--- src/rtl/ifmap_skew_feeder_if.sv ---
// Vector input handshake, feed throttle and skewed per-row outputs of ifmap_skew_feeder.
interface ifmap_skew_feeder_if #(
  parameter int NUM_ROW        = 4,
  parameter int IFMAP_BITWIDTH = 16
);
  // Handshake: a vector moves on a rising edge where vec_valid_in && vec_ready_out.
  // Valid never waits on ready; data and last stay stable while valid is high and ready is low.
  logic                                vec_valid_in;
  logic                                vec_ready_out;
  logic [NUM_ROW*IFMAP_BITWIDTH-1:0]   vec_data_in;
  logic                                vec_last_in;
  logic                                feed_enable_in;
  logic [NUM_ROW-1:0]                  ifmap_start_out;
  logic [NUM_ROW-1:0]                  ifmap_enable_out;
  logic [NUM_ROW*IFMAP_BITWIDTH-1:0]   ifmap_data_out;
  logic                                busy_out;
  logic                                tile_done_out;

  modport master (
    output vec_valid_in, vec_data_in, vec_last_in, feed_enable_in,
    input  vec_ready_out, ifmap_start_out, ifmap_enable_out, ifmap_data_out,
           busy_out, tile_done_out
  );

  modport slave (
    input  vec_valid_in, vec_data_in, vec_last_in, feed_enable_in,
    output vec_ready_out, ifmap_start_out, ifmap_enable_out, ifmap_data_out,
           busy_out, tile_done_out
  );
endinterface

--- src/rtl/ifmap_skew_feeder.sv ---
// Buffers ifmap vectors and feeds the systolic array rows with an r-cycle skew on row r,
// bracketing each tile with a start pulse and a tile_done pulse on the last row.
module ifmap_skew_feeder #(
  parameter int NUM_ROW        = 4,
  parameter int IFMAP_BITWIDTH = 16,
  parameter int DEPTH          = 8
) (
  input  logic                 clk,
  input  logic                 rst,
  ifmap_skew_feeder_if.slave   bus,
  output logic [1:0]           fsm_state_o
);
  localparam int W  = IFMAP_BITWIDTH;
  localparam int VW = NUM_ROW * W;
  localparam int AW = $clog2(DEPTH);
  localparam int CW = $clog2(NUM_ROW);
  localparam logic [AW:0] FULL_CNT = DEPTH[AW:0];

  typedef enum logic [1:0] {IDLE, START, STREAM, DRAIN} state_e;

  state_e        state_q;
  logic [CW-1:0] drain_cnt_q;

  logic [VW:0]   mem_q [DEPTH];
  logic [AW-1:0] wr_ptr_q, rd_ptr_q;
  logic [AW:0]   count_q;
  logic          full, empty, push, pop;
  logic [VW:0]   head;

  logic [NUM_ROW-1:0] start_q, en_q, done_q;
  logic [VW-1:0]      data_out;

  assign full  = (count_q == FULL_CNT);
  assign empty = (count_q == '0);
  assign head  = mem_q[rd_ptr_q];
  assign push  = bus.vec_valid_in && bus.vec_ready_out;
  // The pop taken on the START->STREAM edge is what puts element 0 right behind the start pulse.
  assign pop   = bus.feed_enable_in && !empty && (state_q == START || state_q == STREAM);

  assign bus.vec_ready_out = !full && !rst;

  always_ff @(posedge clk) begin
    if (push) mem_q[wr_ptr_q] <= {bus.vec_last_in, bus.vec_data_in};
  end

  always_ff @(posedge clk) begin
    if (rst) begin
      wr_ptr_q <= '0;
      rd_ptr_q <= '0;
      count_q  <= '0;
    end else begin
      if (push) wr_ptr_q <= wr_ptr_q + 1'b1;
      if (pop)  rd_ptr_q <= rd_ptr_q + 1'b1;
      if (push && !pop)      count_q <= count_q + 1'b1;
      else if (pop && !push) count_q <= count_q - 1'b1;
    end
  end

  always_ff @(posedge clk) begin
    if (rst) begin
      state_q     <= IDLE;
      drain_cnt_q <= '0;
      start_q     <= '0;
      en_q        <= '0;
      done_q      <= '0;
    end else begin
      start_q <= {start_q[NUM_ROW-2:0], (state_q == IDLE) && !empty};
      en_q    <= {en_q[NUM_ROW-2:0], pop};
      done_q  <= {done_q[NUM_ROW-2:0], pop && head[VW]};
      case (state_q)
        IDLE:   if (!empty) state_q <= START;
        START, STREAM: begin
          if (pop && head[VW]) begin
            state_q     <= DRAIN;
            drain_cnt_q <= CW'(NUM_ROW - 1);
          end else begin
            state_q <= STREAM;
          end
        end
        DRAIN: begin
          if (drain_cnt_q == '0) state_q <= IDLE;
          else                   drain_cnt_q <= drain_cnt_q - 1'b1;
        end
        default: state_q <= IDLE;
      endcase
    end
  end

  // Row r data rides a private r+1 deep delay line; bubbles load zero so idle rows read 0.
  for (genvar r = 0; r < NUM_ROW; r++) begin : g_lane
    logic [W-1:0] lane_q [r+1];
    always_ff @(posedge clk) begin
      if (rst) begin
        for (int j = 0; j <= r; j++) lane_q[j] <= '0;
      end else begin
        lane_q[0] <= pop ? head[r*W +: W] : '0;
        for (int j = 1; j <= r; j++) lane_q[j] <= lane_q[j-1];
      end
    end
    assign data_out[r*W +: W] = lane_q[r];
  end

  assign bus.ifmap_start_out  = start_q;
  assign bus.ifmap_enable_out = en_q;
  assign bus.ifmap_data_out   = data_out;
  assign bus.busy_out         = (state_q != IDLE);
  assign bus.tile_done_out    = done_q[NUM_ROW-1];
  assign fsm_state_o          = state_q;
endmodule

--- src/flat_wrapper.sv ---
// flat-port wrapper written by rule: the top's interface ports become plain ports
module ifmap_skew_feeder_flat 
#(
  parameter int NUM_ROW        = 4,
  parameter int IFMAP_BITWIDTH = 16,
  parameter int DEPTH          = 8
)
  (clk, rst, fsm_state_o, bus_vec_valid_in, bus_vec_data_in, bus_vec_last_in, bus_feed_enable_in, bus_vec_ready_out, bus_ifmap_start_out, bus_ifmap_enable_out, bus_ifmap_data_out, bus_busy_out, bus_tile_done_out);
  ifmap_skew_feeder_if #(.NUM_ROW(NUM_ROW), .IFMAP_BITWIDTH(IFMAP_BITWIDTH)) bus_i ();
  input  logic clk;
  input  logic rst;
  output logic [1:0] fsm_state_o;
  input wire logic [$bits(bus_i.vec_valid_in)-1:0] bus_vec_valid_in;
  input wire logic [$bits(bus_i.vec_data_in)-1:0] bus_vec_data_in;
  input wire logic [$bits(bus_i.vec_last_in)-1:0] bus_vec_last_in;
  input wire logic [$bits(bus_i.feed_enable_in)-1:0] bus_feed_enable_in;
  output wire logic [$bits(bus_i.vec_ready_out)-1:0] bus_vec_ready_out;
  output wire logic [$bits(bus_i.ifmap_start_out)-1:0] bus_ifmap_start_out;
  output wire logic [$bits(bus_i.ifmap_enable_out)-1:0] bus_ifmap_enable_out;
  output wire logic [$bits(bus_i.ifmap_data_out)-1:0] bus_ifmap_data_out;
  output wire logic [$bits(bus_i.busy_out)-1:0] bus_busy_out;
  output wire logic [$bits(bus_i.tile_done_out)-1:0] bus_tile_done_out;
  assign bus_i.vec_valid_in = bus_vec_valid_in;
  assign bus_i.vec_data_in = bus_vec_data_in;
  assign bus_i.vec_last_in = bus_vec_last_in;
  assign bus_i.feed_enable_in = bus_feed_enable_in;
  assign bus_vec_ready_out = bus_i.vec_ready_out;
  assign bus_ifmap_start_out = bus_i.ifmap_start_out;
  assign bus_ifmap_enable_out = bus_i.ifmap_enable_out;
  assign bus_ifmap_data_out = bus_i.ifmap_data_out;
  assign bus_busy_out = bus_i.busy_out;
  assign bus_tile_done_out = bus_i.tile_done_out;
  ifmap_skew_feeder #(.NUM_ROW(NUM_ROW), .IFMAP_BITWIDTH(IFMAP_BITWIDTH), .DEPTH(DEPTH)) u_core (.clk(clk), .rst(rst), .bus(bus_i), .fsm_state_o(fsm_state_o));
endmodule
--- config.mk ---
export PLATFORM = sky130hd
export DESIGN_NAME = ifmap_skew_feeder_flat
export DESIGN_NICKNAME = d
export VERILOG_FILES = /design/src/rtl/ifmap_skew_feeder_if.sv /design/src/rtl/ifmap_skew_feeder.sv /design/src/flat_wrapper.sv
export SDC_FILE = /design/constraint.sdc
export NUM_CORES = 1
export LEC_CHECK = 0
export BUFFER_PORTS_ARGS = -buffer_cell sky130_fd_sc_hd__buf_2
export CELL_PAD_IN_SITES_DETAIL_PLACEMENT = 1
export CELL_PAD_IN_SITES_GLOBAL_PLACEMENT = 2
export CORE_MARGIN = 3
export CORE_UTILIZATION = 50
export DETAILED_ROUTE_END_ITERATION = 8
export GPL_ROUTABILITY_DRIVEN = 0
export PLACE_DENSITY_LB_ADDON = 0.12
export SKIP_CTS_REPAIR_TIMING = 1
export SYNTH_ARGS = -nofsm -noshare
export SYNTH_HDL_FRONTEND = slang
export SYNTH_SLANG_ARGS = --single-unit
--- constraint.sdc ---
create_clock -name clk -period 14.18 [get_ports clk]
set_input_delay 1.418 -clock clk [delete_from_list [all_inputs] [get_ports clk]]
set_output_delay 1.418 -clock clk [all_outputs]
set_load 0.01 [all_outputs]
==> results of run 1 <==
## power by group through the flow
stage | combinational [mW] | clock (mW) | sequential [mW]
after global placement | 0.555 | 0 | 2.42
after global routing | 0.609 | 2.03 | 2.38
after floorplan | 0.451 | 0 | 2.39
final | 0.550 | 1.88 | 2.37
after detailed placement | 0.563 | 0 | 2.42
after CTS | 0.567 | 1.93 | 2.38
## registers in the layout (all words and copies together), names as in the netlist, named ones only
register,count
u_core.mem_q,520
u_core.g_lane.lane_q,160
u_core.bus.ifmap_enable_out,4
u_core.bus.ifmap_start_out,4
u_core.count_q,4
u_core.done_q,4
u_core.rd_ptr_q,3
u_core.wr_ptr_q,3
u_core.drain_cnt_q,2
u_core.fsm_state_o,2
## synth_stat cells, drive strengths merged (6+ instances only)
cell type / instances
buf: 73
inv: 10
nand2b: 6
nor2: 84
a21oi: 8
edfxtp: 520
clkbuf: 19
mux4: 129
ha: 8
dfxtp: 189
nor2b: 106
mux2i: 70
## through the flow
step | total power [mW] | util [%] | worst slack [ns] | cell area (um^2) | std cells
after floorplan | 2.84 | - | 7.13 | 25000 | 1260
after global placement | 2.97 | 53.3 | 9.71 | 26200 | 1991
after detailed placement | 2.98 | 53.3 | 9.69 | 26200 | 1991
after CTS | 4.87 | 58.2 | 10.23 | 28600 | 2123
after global routing | 5.02 | 58.2 | 9.96 | 28600 | 2124
final | 4.80 | 58.2 | 10.37 | 28600 | 2124
## logic make-up (layout without fill, tap and decap cells)
logic type                 count (synthesis)  in the layout
buffers and inverters                    102            301
adders and majority gates                  9              9
muxes                                    199            199
other                                      0              1
AOI/OAI and AO/OA                         21             21
xor gates and xnor gates                   6              6
DFF                                      709            709
and+or+nand+nor                          214            214
## worst paths after layout
path,end,slack (ns),cells after the start
max,u_core.mem_q[3][19],10.37,5
min,u_core.g_lane[2].lane_q[0][33],0.43,1
max reg2reg,u_core.g_lane[1].lane_q[0][12],10.45,5
min reg2reg,u_core.g_lane[2].lane_q[0][33],0.43,1
## placed cells by master, fill, tap and decap left out, types with 5 or more instances in the layout
master	Yosys	final
sky130_fd_sc_hd__a21oi_1	8	8
sky130_fd_sc_hd__clkbuf_8	0	8
sky130_fd_sc_hd__mux2i_1	70	70
sky130_fd_sc_hd__bufinv_16	0	6
sky130_fd_sc_hd__clkinv_2	0	14
sky130_fd_sc_hd__dfxtp_1	189	186
sky130_fd_sc_hd__buf_4	40	15
sky130_fd_sc_hd__nand2b_1	6	6
sky130_fd_sc_hd__inv_1	10	10
sky130_fd_sc_hd__clkbuf_16	0	75
sky130_fd_sc_hd__ha_1	8	8
sky130_fd_sc_hd__mux4_2	129	129
sky130_fd_sc_hd__nor2_1	84	78
sky130_fd_sc_hd__nand2_1	5	5
sky130_fd_sc_hd__nor2_4	0	6
sky130_fd_sc_hd__nor2b_1	106	106
sky130_fd_sc_hd__clkbuf_1	19	12
sky130_fd_sc_hd__edfxtp_1	520	520
sky130_fd_sc_hd__clkinv_1	0	9
sky130_fd_sc_hd__buf_2	22	144
## final cells by class
cell class | count | area (um^2)
Clock buffer | 98 | 2050
Timing Repair Buffer | 159 | 833
Sequential cell | 709 | 19400
Antenna cell | 1 | 2.50
Tap cell | 664 | 831
Clock inverter | 34 | 329
Inverter | 10 | 37.5
Fill cell | 4296 | 20600
Multi-Input combinational cell | 449 | 5100
## routing by layer
metal  vias to the layer above  GRT usage (%)
li1                       5077              -
met1                      5945           25.6
met2                       262           31.1
met3                        76           3.70
met4                         6           5.57
met5                         -              0
==> results.env, run 1 <==
STATUS='complete, no violations'
CRIT_PATH_CELL_TRACE='buf_4 -> a211oi_2 -> nand2_1 -> nor2_4 -> buf_4'
FP.DIEW_UM=230
POWER_DENSITY_nW_PER_UM2=168
CRITICAL_PATH.STARTPOINT='rst'
VDD_IR_DROP_MAX_mV=0.118
CLOCK_SKEW_NS=0.0215
CORE-AREA_UM2=49200
BOUNDARYPINS=146
GRT_ANTENNA_BEFORE_REPAIR=4
CRITICAL-PATH-TOP-CELL-BY-COUNT='sky130_fd_sc_hd__buf_4'
SYN_NETS=1338
GRT_PASS1_WL_UM=75300
CTS_ROOT_BUFFER='sky130_fd_sc_hd__clkbuf_16'
GRT_UTIL_ALL_LAYERS_PCT=18.8
SYNTH_TOP_AREA_SHARE_PCT=62.4
NUMCTSBUFFERS=72
POST_SYNTH_NUM_CELL_TYPES=36
SHARE_SEQ_OF_TOTAL_POWER_PCT=49.4
FLOORPLAN.ROWS=81
SWSHARE_PCT=22.7
VIA_COUNT=11400
GRT_START_MAX_NET_PINS=82
MIN-DELAY-PATH-CLASS='flip-flop to flip-flop'
WORSTMARGINPINSLEW_NS=1.13
SYNTH_AREA_LEADER_CELL='sky130_fd_sc_hd__edfxtp_1'
LAYOUT_CELL_SHARE_WITH_DRIVE_STRENGTH_BEYOND_1_PCT=28.4
AVGVIACOUNTPERCELL=5.35
FIN_SETUP_TNS_NS=0
GRT_PASS1_VIAS=12400
DRTPASS1ITERATIONS=5
FINAL_CYCLE_UTILIZATION_OF_THE_CRITICAL_PATH_PCT=26.8
CTS.SINKS=709
CLOCK_NETWORK_POWER_SHARE_PCT=39.2
CRITPATHTOPFAMILY='simple AND/OR/NAND/NOR gates'
SYNTH_FLOP_CELL='sky130_fd_sc_hd__edfxtp_1'
NETLIST_TOP_CELLS_AREA='sky130_fd_sc_hd__edfxtp_1, sky130_fd_sc_hd__dfxtp_1, sky130_fd_sc_hd__mux4_2'
AREAGROWTHSYNTHTOFINISH_PCT=14.3
ASYNC_FLOP_SHARE_PCT=0
SYNTH_SEQUENTIAL_AREA_RATIO_PCT=77.6
DP_HPWL_UM=25800
SYNTH_TOP_FAMILY_BY_AREA='multiplexers'
INITIAL_CELL_DENSITY_OF_THE_CORE_PCT=50.9
DR.FIRST_ITER.DRC_COUNT=830
SETUP-VIOLATIONS-FINAL=0
INSERTION_DELAY_TO_THE_LATER_SINK_OF_THE_WORST_SKEW_PAIR_NS=0.60
TIMING.MAX_CAP.VIOLATIONS=0
SETUP.WORST_PATH.CLASS='input pin to flip-flop'
WIRELENGTH_MET1_UM=21200
DIE_AREA_UM2=52700
CTS_TREE='done'
P_COMB_SHARE_PCT=11.4
ENDPOINT_KIND='flip-flop'
FINALNETCOUNT=1479
SYNTH_FA_HA_AREA_SHARE_PCT=0.480
SYNTH_MUX_AREA_SHARE_PCT=14.4
BUFFER_PORTS.INSERTED=145
RELSLEWSLACK_PCT=25.0
FINAL_PERIOD_MINUS_WORST_SETUP_SLACK_NS=3.81
YS_SEQ_ELEMENTS=709
CTS.CLK_SLEW.WORST_PATHS_NS=0.06
ROUTED.TOP_LAYER='met5'
P_SWITCHING_mW=1.09
HTREE_NUM_LEVELS=3
SHARE_OF_THE_SYNTHESIZED_AREA_IN_COMPOUND_GATES_AO_OA_AOI_OAI_PCT=0.550
CTS_BUFFER_DEPTH=3
DIE_HEIGHT_UM=230
MET2_LENGTH_UM=23800
YOSYS_WARNINGS=0
SYNTH-XOR-AREA-SHARE_PCT=0.210
UNREPAIRED_SETUP_ENDPOINTS_AFTER_GLOBAL_ROUTING='no'
HOLD_VIOL=0
TIMING.CRITICAL_PATH.REQUIRED_NS=14.40
MET3_WIRELENGTH_UM=2150
SYNTHSIMPLEGATEAREAFRAC_PCT=4.52
GRT-OVFL-TOTAL=0
SYNTHESIS.INSTANCES=1260
INTERNAL_PORTION_OF_TOTAL_POWER_mW=3.72
POST_SYNTHESIS_MEAN_INSTANCE_AREA_UM2=19.9
HOLD_START='u_core.g_lane[2].lane_q[0][17]'
CRITICAL_PATH.SLOWEST_CELL='sky130_fd_sc_hd__nor2_4'
DRV_SLEW=0
WORSTPATHBUFFERINVERTERCOUNT=2
LEAKAGE_nW=9.57
PEAK_FREQ_MHz=263
PATH_MAX_FANOUT=45
WORSTPATHARRIVAL_NS=4.02
DETAIL-ROUTE-ANTENNA-NETS=0
DRC=0
SYNTH-EDFF-COUNT=520
HOLD_SLACK_NS=0.432
WORST_SETUP_PATH_START_KIND='input pin'
CRIT_PATH_MAX_INCR_DELAY_NS=0.77
POST_SYNTH_INSTANCE_AREA_UM2=25000
WL_PER_CELL_UM=22.7
DETAIL_ROUTE.WIRELENGTH_UM=48200
Power figures use the tool's default switching activity.
==> run 2, diff against run 1 <==
CORE_UTILIZATION = 47   (was 50)
clock period = 3.75 ns   (was 14.18 ns; I/O delays follow)
==> results.env, run 2 (synthesis results as in run 1) <==
WORST_SETUP_PATH_START_KIND='flip-flop'
P_COMB_SHARE_PCT=12.0
GRT.MET1_USAGE_PCT=24.2
FINALINSTANCEAREA_UM2=28800
CTS.SINKS=709
BUFFER_PORTS.INSERTED=145
CLOCK_SKEW_NS=0.0211
REGISTER_AREA_UM2=19400
MOSTFREQUENTLAYOUTCELLS='sky130_fd_sc_hd__edfxtp_1, sky130_fd_sc_hd__dfxtp_1, sky130_fd_sc_hd__buf_2'
PATH_MAX_FANOUT=6
SWSHARE_PCT=22.8
INSERTION_DELAY_TO_THE_LATER_SINK_OF_THE_WORST_SKEW_PAIR_NS=0.60
P_SWITCHING_mW=4.11
HTREE_NUM_LEVELS=3
GRT_ANTENNA_BEFORE_REPAIR=8
DP.CELLS=2020
POWER_DENSITY_nW_PER_UM2=626
TIMING.MAX_CAP.VIOLATIONS=0
DIE_AREA_UM2=56000
DRTPASS1ITERATIONS=5
TOTAL_POWER_OF_THE_FINAL_LAYOUT_mW=18.0
GROUTE.LAYER.MET3.USAGE_PCT=3.97
MULTIINPUTGATEAREA_UM2=5120
CRITICAL_PATH.SLOWEST_CELL='sky130_fd_sc_hd__nor4_1'
PEAK_FREQ_MHz=357
HOLD_START='bus_vec_data_in[34]'
WORSTMARGINPINSLEW_NS=0.814
FINAL_CYCLE_UTILIZATION_OF_THE_CRITICAL_PATH_PCT=74.7
NUMCTSBUFFERS=74
GRT_PASS1_VIAS=12300
STATUS='complete, no violations'
GRT_PASS1_WL_UM=74700
REG.LARGEST.LIST='u_core.mem_q (520), u_core.g_lane.lane_q (160)'
POST_DP_CELL_AREA_UM2=26500
CTS_BUFFER_DEPTH=3
CRITICAL_PATH.REG2REG.STARTPOINT='u_core.count_q[0]'
TIMING.CRITICAL_PATH.REQUIRED_NS=4.26
GLOBAL_ROUTE.USAGE.MET2_PCT=28.2
DRV_SLEW=0
UNREPAIRED_SETUP_ENDPOINTS_AFTER_GLOBAL_ROUTING='no'
HOLD_SLACK_NS=0.0407
FP.DIEW_UM=237
INTERNAL_PORTION_OF_TOTAL_POWER_mW=13.9
LAYOUT.CELLS.MOST_COMMON='sky130_fd_sc_hd__edfxtp_1'
CRIT_PATH_CELL_TRACE='nor4_1 -> nand3b_4 -> ha_1 -> inv_1 -> ha_1 -> a21o_1 -> a21oi_1 -> xnor2_1 -> or3_1 -> a21oi_1'
ENDPOINT_KIND='flip-flop'
GRT_UTIL_ALL_LAYERS_PCT=17.5
AVGVIACOUNTPERCELL=5.31
DRC=0
GRT.BUSIEST_LAYER='met2'
FILL_CELLS=4580
DP_HPWL_UM=26700
SETUP-VIOLATIONS-FINAL=0
CTS_TREE='done'
CLOCK_NETWORK_POWER_SHARE_PCT=38.5
CRITICAL_PATH.STARTPOINT='u_core.count_q[0]'
LARGEST_REGISTER_FF_COUNT=520
TOP_REGISTER='u_core.mem_q'
CRIT_PATH_MAX_INCR_DELAY_NS=0.61
DETAIL_ROUTE.WIRELENGTH_UM=48500
DETAIL-ROUTE-ANTENNA-NETS=0
HOLD_VIOL=0
CTS.CLK_SLEW.WORST_PATHS_NS=0.06
INITIAL_CELL_DENSITY_OF_THE_CORE_PCT=48.1
CTS_ROOT_BUFFER='sky130_fd_sc_hd__clkbuf_16'
WORSTPATHARRIVAL_NS=3.31
BOUNDARYPINS=146
STDCELL_COUNT=2158
FLOORPLAN.ROWS=83
GRT-OVFL-TOTAL=0
DR.FIRST_ITER.DRC_COUNT=747
MIN-DELAY-PATH-CLASS='input pin to flip-flop'
SHARE_SEQ_OF_TOTAL_POWER_PCT=49.4
PLACE_WS_NS=0.936
AREAGROWTHSYNTHTOFINISH_PCT=15.2
WL_PER_CELL_UM=22.5
RELSLEWSLACK_PCT=45.7
LAYOUT_CELL_SHARE_WITH_DRIVE_STRENGTH_BEYOND_1_PCT=28.4
FINAL_PERIOD_MINUS_WORST_SETUP_SLACK_NS=2.80
VDD_IR_DROP_MAX_mV=0.374
DIE_HEIGHT_UM=237
LEAKAGE_nW=9.63
SETUP.WORST_PATH.CLASS='flip-flop to flip-flop'
GRT_START_MAX_NET_PINS=66
FINALNETCOUNT=1494
VIA_COUNT=11500
CORE-AREA_UM2=52000
LAYOUT_SETUP_WS_NS=0.949
run 2: cell types whose count changed in the layout (fill, tap and decap cells not counted), sizes merged:
cell      change
inv           +2
clkinv        -7
clkinvlp      -1
buf          +13
clkbuf       +13
diode         +2
bufinv        -4
run 2: metrics by stage:
step	utilization, %	setup TNS [ns]
6_report	55.4	0
5_1_grt	55.4	0
4_1_cts	55.4	0
3_5_place_dp	50.9	0
3_3_place_gp	50.9	0
2_1_floorplan	-	-250.17
run 2: final timing paths:
path,end,slack (ns),cells past startpoint
worst max-delay path,u_core.count_q[3],0.95,10
worst min-delay path,u_core.mem_q[5][34],0.04,1
worst max register to register,u_core.count_q[3],0.95,10
worst min register to register,u_core.g_lane[3].lane_q[2][0],0.43,1
run 2: final cells by class:
cell class                      count  share of cell area, %
Sequential cell                   709                   67.4
Clock inverter                     24                  0.612
Tap cell                          680                   2.95
Inverter                           10                  0.130
Antenna cell                        3                 0.0261
Clock buffer                      111                   7.44
Timing Repair Buffer              172                   3.71
Multi-Input combinational cell    449                   17.8
run 2: routing by layer:
metal  up-vias  part of all wire (%)
li1       5115                     -
met1      6007                    45
met2       237                    48
met3        92                   4.6
met4        10                   2.2
met5         -                  0.12
run 2: power groups by stage:
stage	registers [mW]	logic (mW)	clock network (mW)
5_1_grt	8.96	2.41	7.47
6_report	8.92	2.17	6.95
3_3_place_gp	9.08	2.19	0
3_5_place_dp	9.09	2.22	0
2_1_floorplan	9.01	1.71	0
4_1_cts	8.93	2.24	7.15
run 2: critical path: cells and delay by family (launching register included):
family / cells / cell delay, ns
xor+xnor: 1 / 0.09
fa+ha+maj: 2 / 0.47
buf+inv: 1 / 0.09
compound gates: 3 / 0.49
simple gates: 3 / 1.23
flops: 1 / 0.37
==> run 3, diff against run 2 <==
clock period = 2.9 ns   (was 3.75 ns; I/O delays follow)
==> results.env, run 3 (synthesis results as in run 1) <==
STATUS='finished, violations left'
VIOLATIONS='negative hold slack'
WORSTMARGINPINSLEW_NS=0.859
DIE_HEIGHT_UM=237
FINAL_CORE_UTIL_PCT=57.0
CTS.CLK_SLEW.WORST_PATHS_NS=0.06
GRT_UTIL_ALL_LAYERS_PCT=18.1
AREAGROWTHSYNTHTOFINISH_PCT=18.6
GRT_ANTENNA_BEFORE_REPAIR=3
WL_PER_CELL_UM=22.6
HOLD_SLACK_NS=-0.00294
LAYOUT.CELLS.MOST_COMMON='sky130_fd_sc_hd__edfxtp_1'
TIMING.MAX_CAP.VIOLATIONS=0
WIRELENGTH_MET1_UM=23000
CTS.SINKS=709
CRITICAL_PATH.SLOWEST_CELL='sky130_fd_sc_hd__ha_1'
DP_HPWL_UM=27300
LAYOUT_SETUP_WS_NS=0.292
CRIT_PATH_MAX_INCR_DELAY_NS=0.44
MOSTFREQUENTLAYOUTCELLS='sky130_fd_sc_hd__edfxtp_1, sky130_fd_sc_hd__dfxtp_1, sky130_fd_sc_hd__buf_2'
CORE-AREA_UM2=52000
INITIAL_CELL_DENSITY_OF_THE_CORE_PCT=48.1
STDCELL_COUNT=2233
FP.DIEW_UM=237
PATH_MAX_FANOUT=7
MET3_WIRELENGTH_UM=1990
CRITICAL-PATH-TOP-CELL-BY-COUNT='sky130_fd_sc_hd__ha_1'
DIE_AREA_UM2=56000
BUFFER_PORTS.INSERTED=145
VIA_COUNT=11700
MET2_LENGTH_UM=24700
AVGVIACOUNTPERCELL=5.22
WORST_SETUP_PATH_START_KIND='flip-flop'
TOP_REGISTER='u_core.mem_q'
SETUP-VIOLATIONS-FINAL=0
SETUP.WORST_PATH.CLASS='flip-flop to flip-flop'
GRT_START_MAX_NET_PINS=78
REG.LARGEST.LIST='u_core.mem_q (520), u_core.g_lane.lane_q (160)'
HTREE_NUM_LEVELS=3
FINALNETCOUNT=1568
PLACE_WS_NS=0.288
WORSTPATHARRIVAL_NS=3.11
DRTPASS1ITERATIONS=5
CRIT_PATH_CELL_TRACE='inv_1 -> ha_1 -> nand3b_4 -> ha_1 -> inv_1 -> ha_1 -> a21o_1 -> a21oi_1 -> xnor2_1 -> or3_1 -> a21oi_1'
ROUTED.TOP_LAYER='met4'
CTS_ROOT_BUFFER='sky130_fd_sc_hd__clkbuf_16'
GRT-OVFL-TOTAL=0
DRC=0
ENDPOINT_KIND='flip-flop'
LARGEST_REGISTER_FF_COUNT=520
CLOCK_SKEW_NS=0.0215
DETAIL-ROUTE-ANTENNA-NETS=0
DRV_SLEW=0
LAYOUT_CELL_SHARE_WITH_DRIVE_STRENGTH_BEYOND_1_PCT=28.2
INSERTION_DELAY_TO_THE_LATER_SINK_OF_THE_WORST_SKEW_PAIR_NS=0.59
HOLD_VIOL=3
DR.FIRST_ITER.DRC_COUNT=686
LEAKAGE_nW=9.99
FINAL_PERIOD_MINUS_WORST_SETUP_SLACK_NS=2.61
DP.CELLS=2031
BOUNDARYPINS=146
NUMCTSBUFFERS=73
GRT_PASS1_WL_UM=76300
DETAIL_ROUTE.WIRELENGTH_UM=50600
RELSLEWSLACK_PCT=42.8
CTS_TREE='done'
TOTAL_POWER_OF_THE_FINAL_LAYOUT_mW=23.7
PEAK_FREQ_MHz=383
FINAL_CYCLE_UTILIZATION_OF_THE_CRITICAL_PATH_PCT=89.9
TIMING.CRITICAL_PATH.REQUIRED_NS=3.40
UNREPAIRED_SETUP_ENDPOINTS_AFTER_GLOBAL_ROUTING='no'
CRITPATHTOPFAMILY='adder cells'
POWER_DENSITY_nW_PER_UM2=799
FLOORPLAN.ROWS=83
VDD_IR_DROP_MAX_mV=0.467
MIN-DELAY-PATH-CLASS='input pin to flip-flop'
CTS_BUFFER_DEPTH=3
WORSTPATHBUFFERINVERTERCOUNT=2
GRT_PASS1_VIAS=12200
[run 3: area by class of cell]
| type | instances | area [um^2] |
|---|---|---|
| Fill cell | 4580 | 22400 |
| Sequential cell | 709 | 19400 |
| Multi-Input combinational cell | 449 | 5140 |
| Clock buffer | 111 | 2190 |
| Timing Repair Buffer | 247 | 1820 |
| Tap cell | 680 | 851 |
| Clock inverter | 23 | 200 |
| Inverter | 10 | 37.5 |
| Antenna cell | 4 | 10.0 |
[run 3: per-stage QoR]
| stage | setup TNS (ns) | instance area, um^2 |
|---|---|---|
| 6_report | 0 | 29700 |
| 3_5_place_dp | 0 | 26600 |
| 3_3_place_gp | 0 | 26600 |
| 4_1_cts | 0 | 29000 |
| 5_1_grt | 0 | 29700 |
| 2_1_floorplan | -86.96 | 25100 |
[run 3: final timing paths]
check	cells after the start	startpoint	end	slack [ns]
setup reg to reg	11	u_core.fsm_state_o[0]	u_core.count_q[3]	0.29
setup / recovery	11	u_core.fsm_state_o[0]	u_core.count_q[3]	0.29
hold / removal	1	bus_vec_data_in[58]	u_core.mem_q[1][58]	-0.003
hold reg to reg	1	u_core.g_lane[2].lane_q[0][1]	u_core.g_lane[2].lane_q[0][17]	0.43
[run 3: worst register-to-register path: stages, from the launching register on]
cell	delay, ns
sky130_fd_sc_hd__dfxtp_1	0.39
sky130_fd_sc_hd__inv_1	0.07
sky130_fd_sc_hd__ha_1	0.44
sky130_fd_sc_hd__nand3b_4	0.15
sky130_fd_sc_hd__ha_1	0.25
sky130_fd_sc_hd__inv_1	0.11
sky130_fd_sc_hd__ha_1	0.24
sky130_fd_sc_hd__a21o_1	0.17
sky130_fd_sc_hd__a21oi_1	0.16
sky130_fd_sc_hd__xnor2_1	0.09
sky130_fd_sc_hd__or3_1	0.31
sky130_fd_sc_hd__a21oi_1	0.15
[run 3: layer usage]
metal	vias to the layer above	global-route usage (%)
li1	5259	-
met1	6105	25.2
met2	220	29.2
met3	66	4.23
met4	0	4.29
met5	-	0
[run 3: report_power, final]
group	internal [mW]	switching (mW)	leakage, nW
registers	11.3	0.243	6.23
logic	1.56	1.43	2.60
clock network	5.48	3.69	1.17
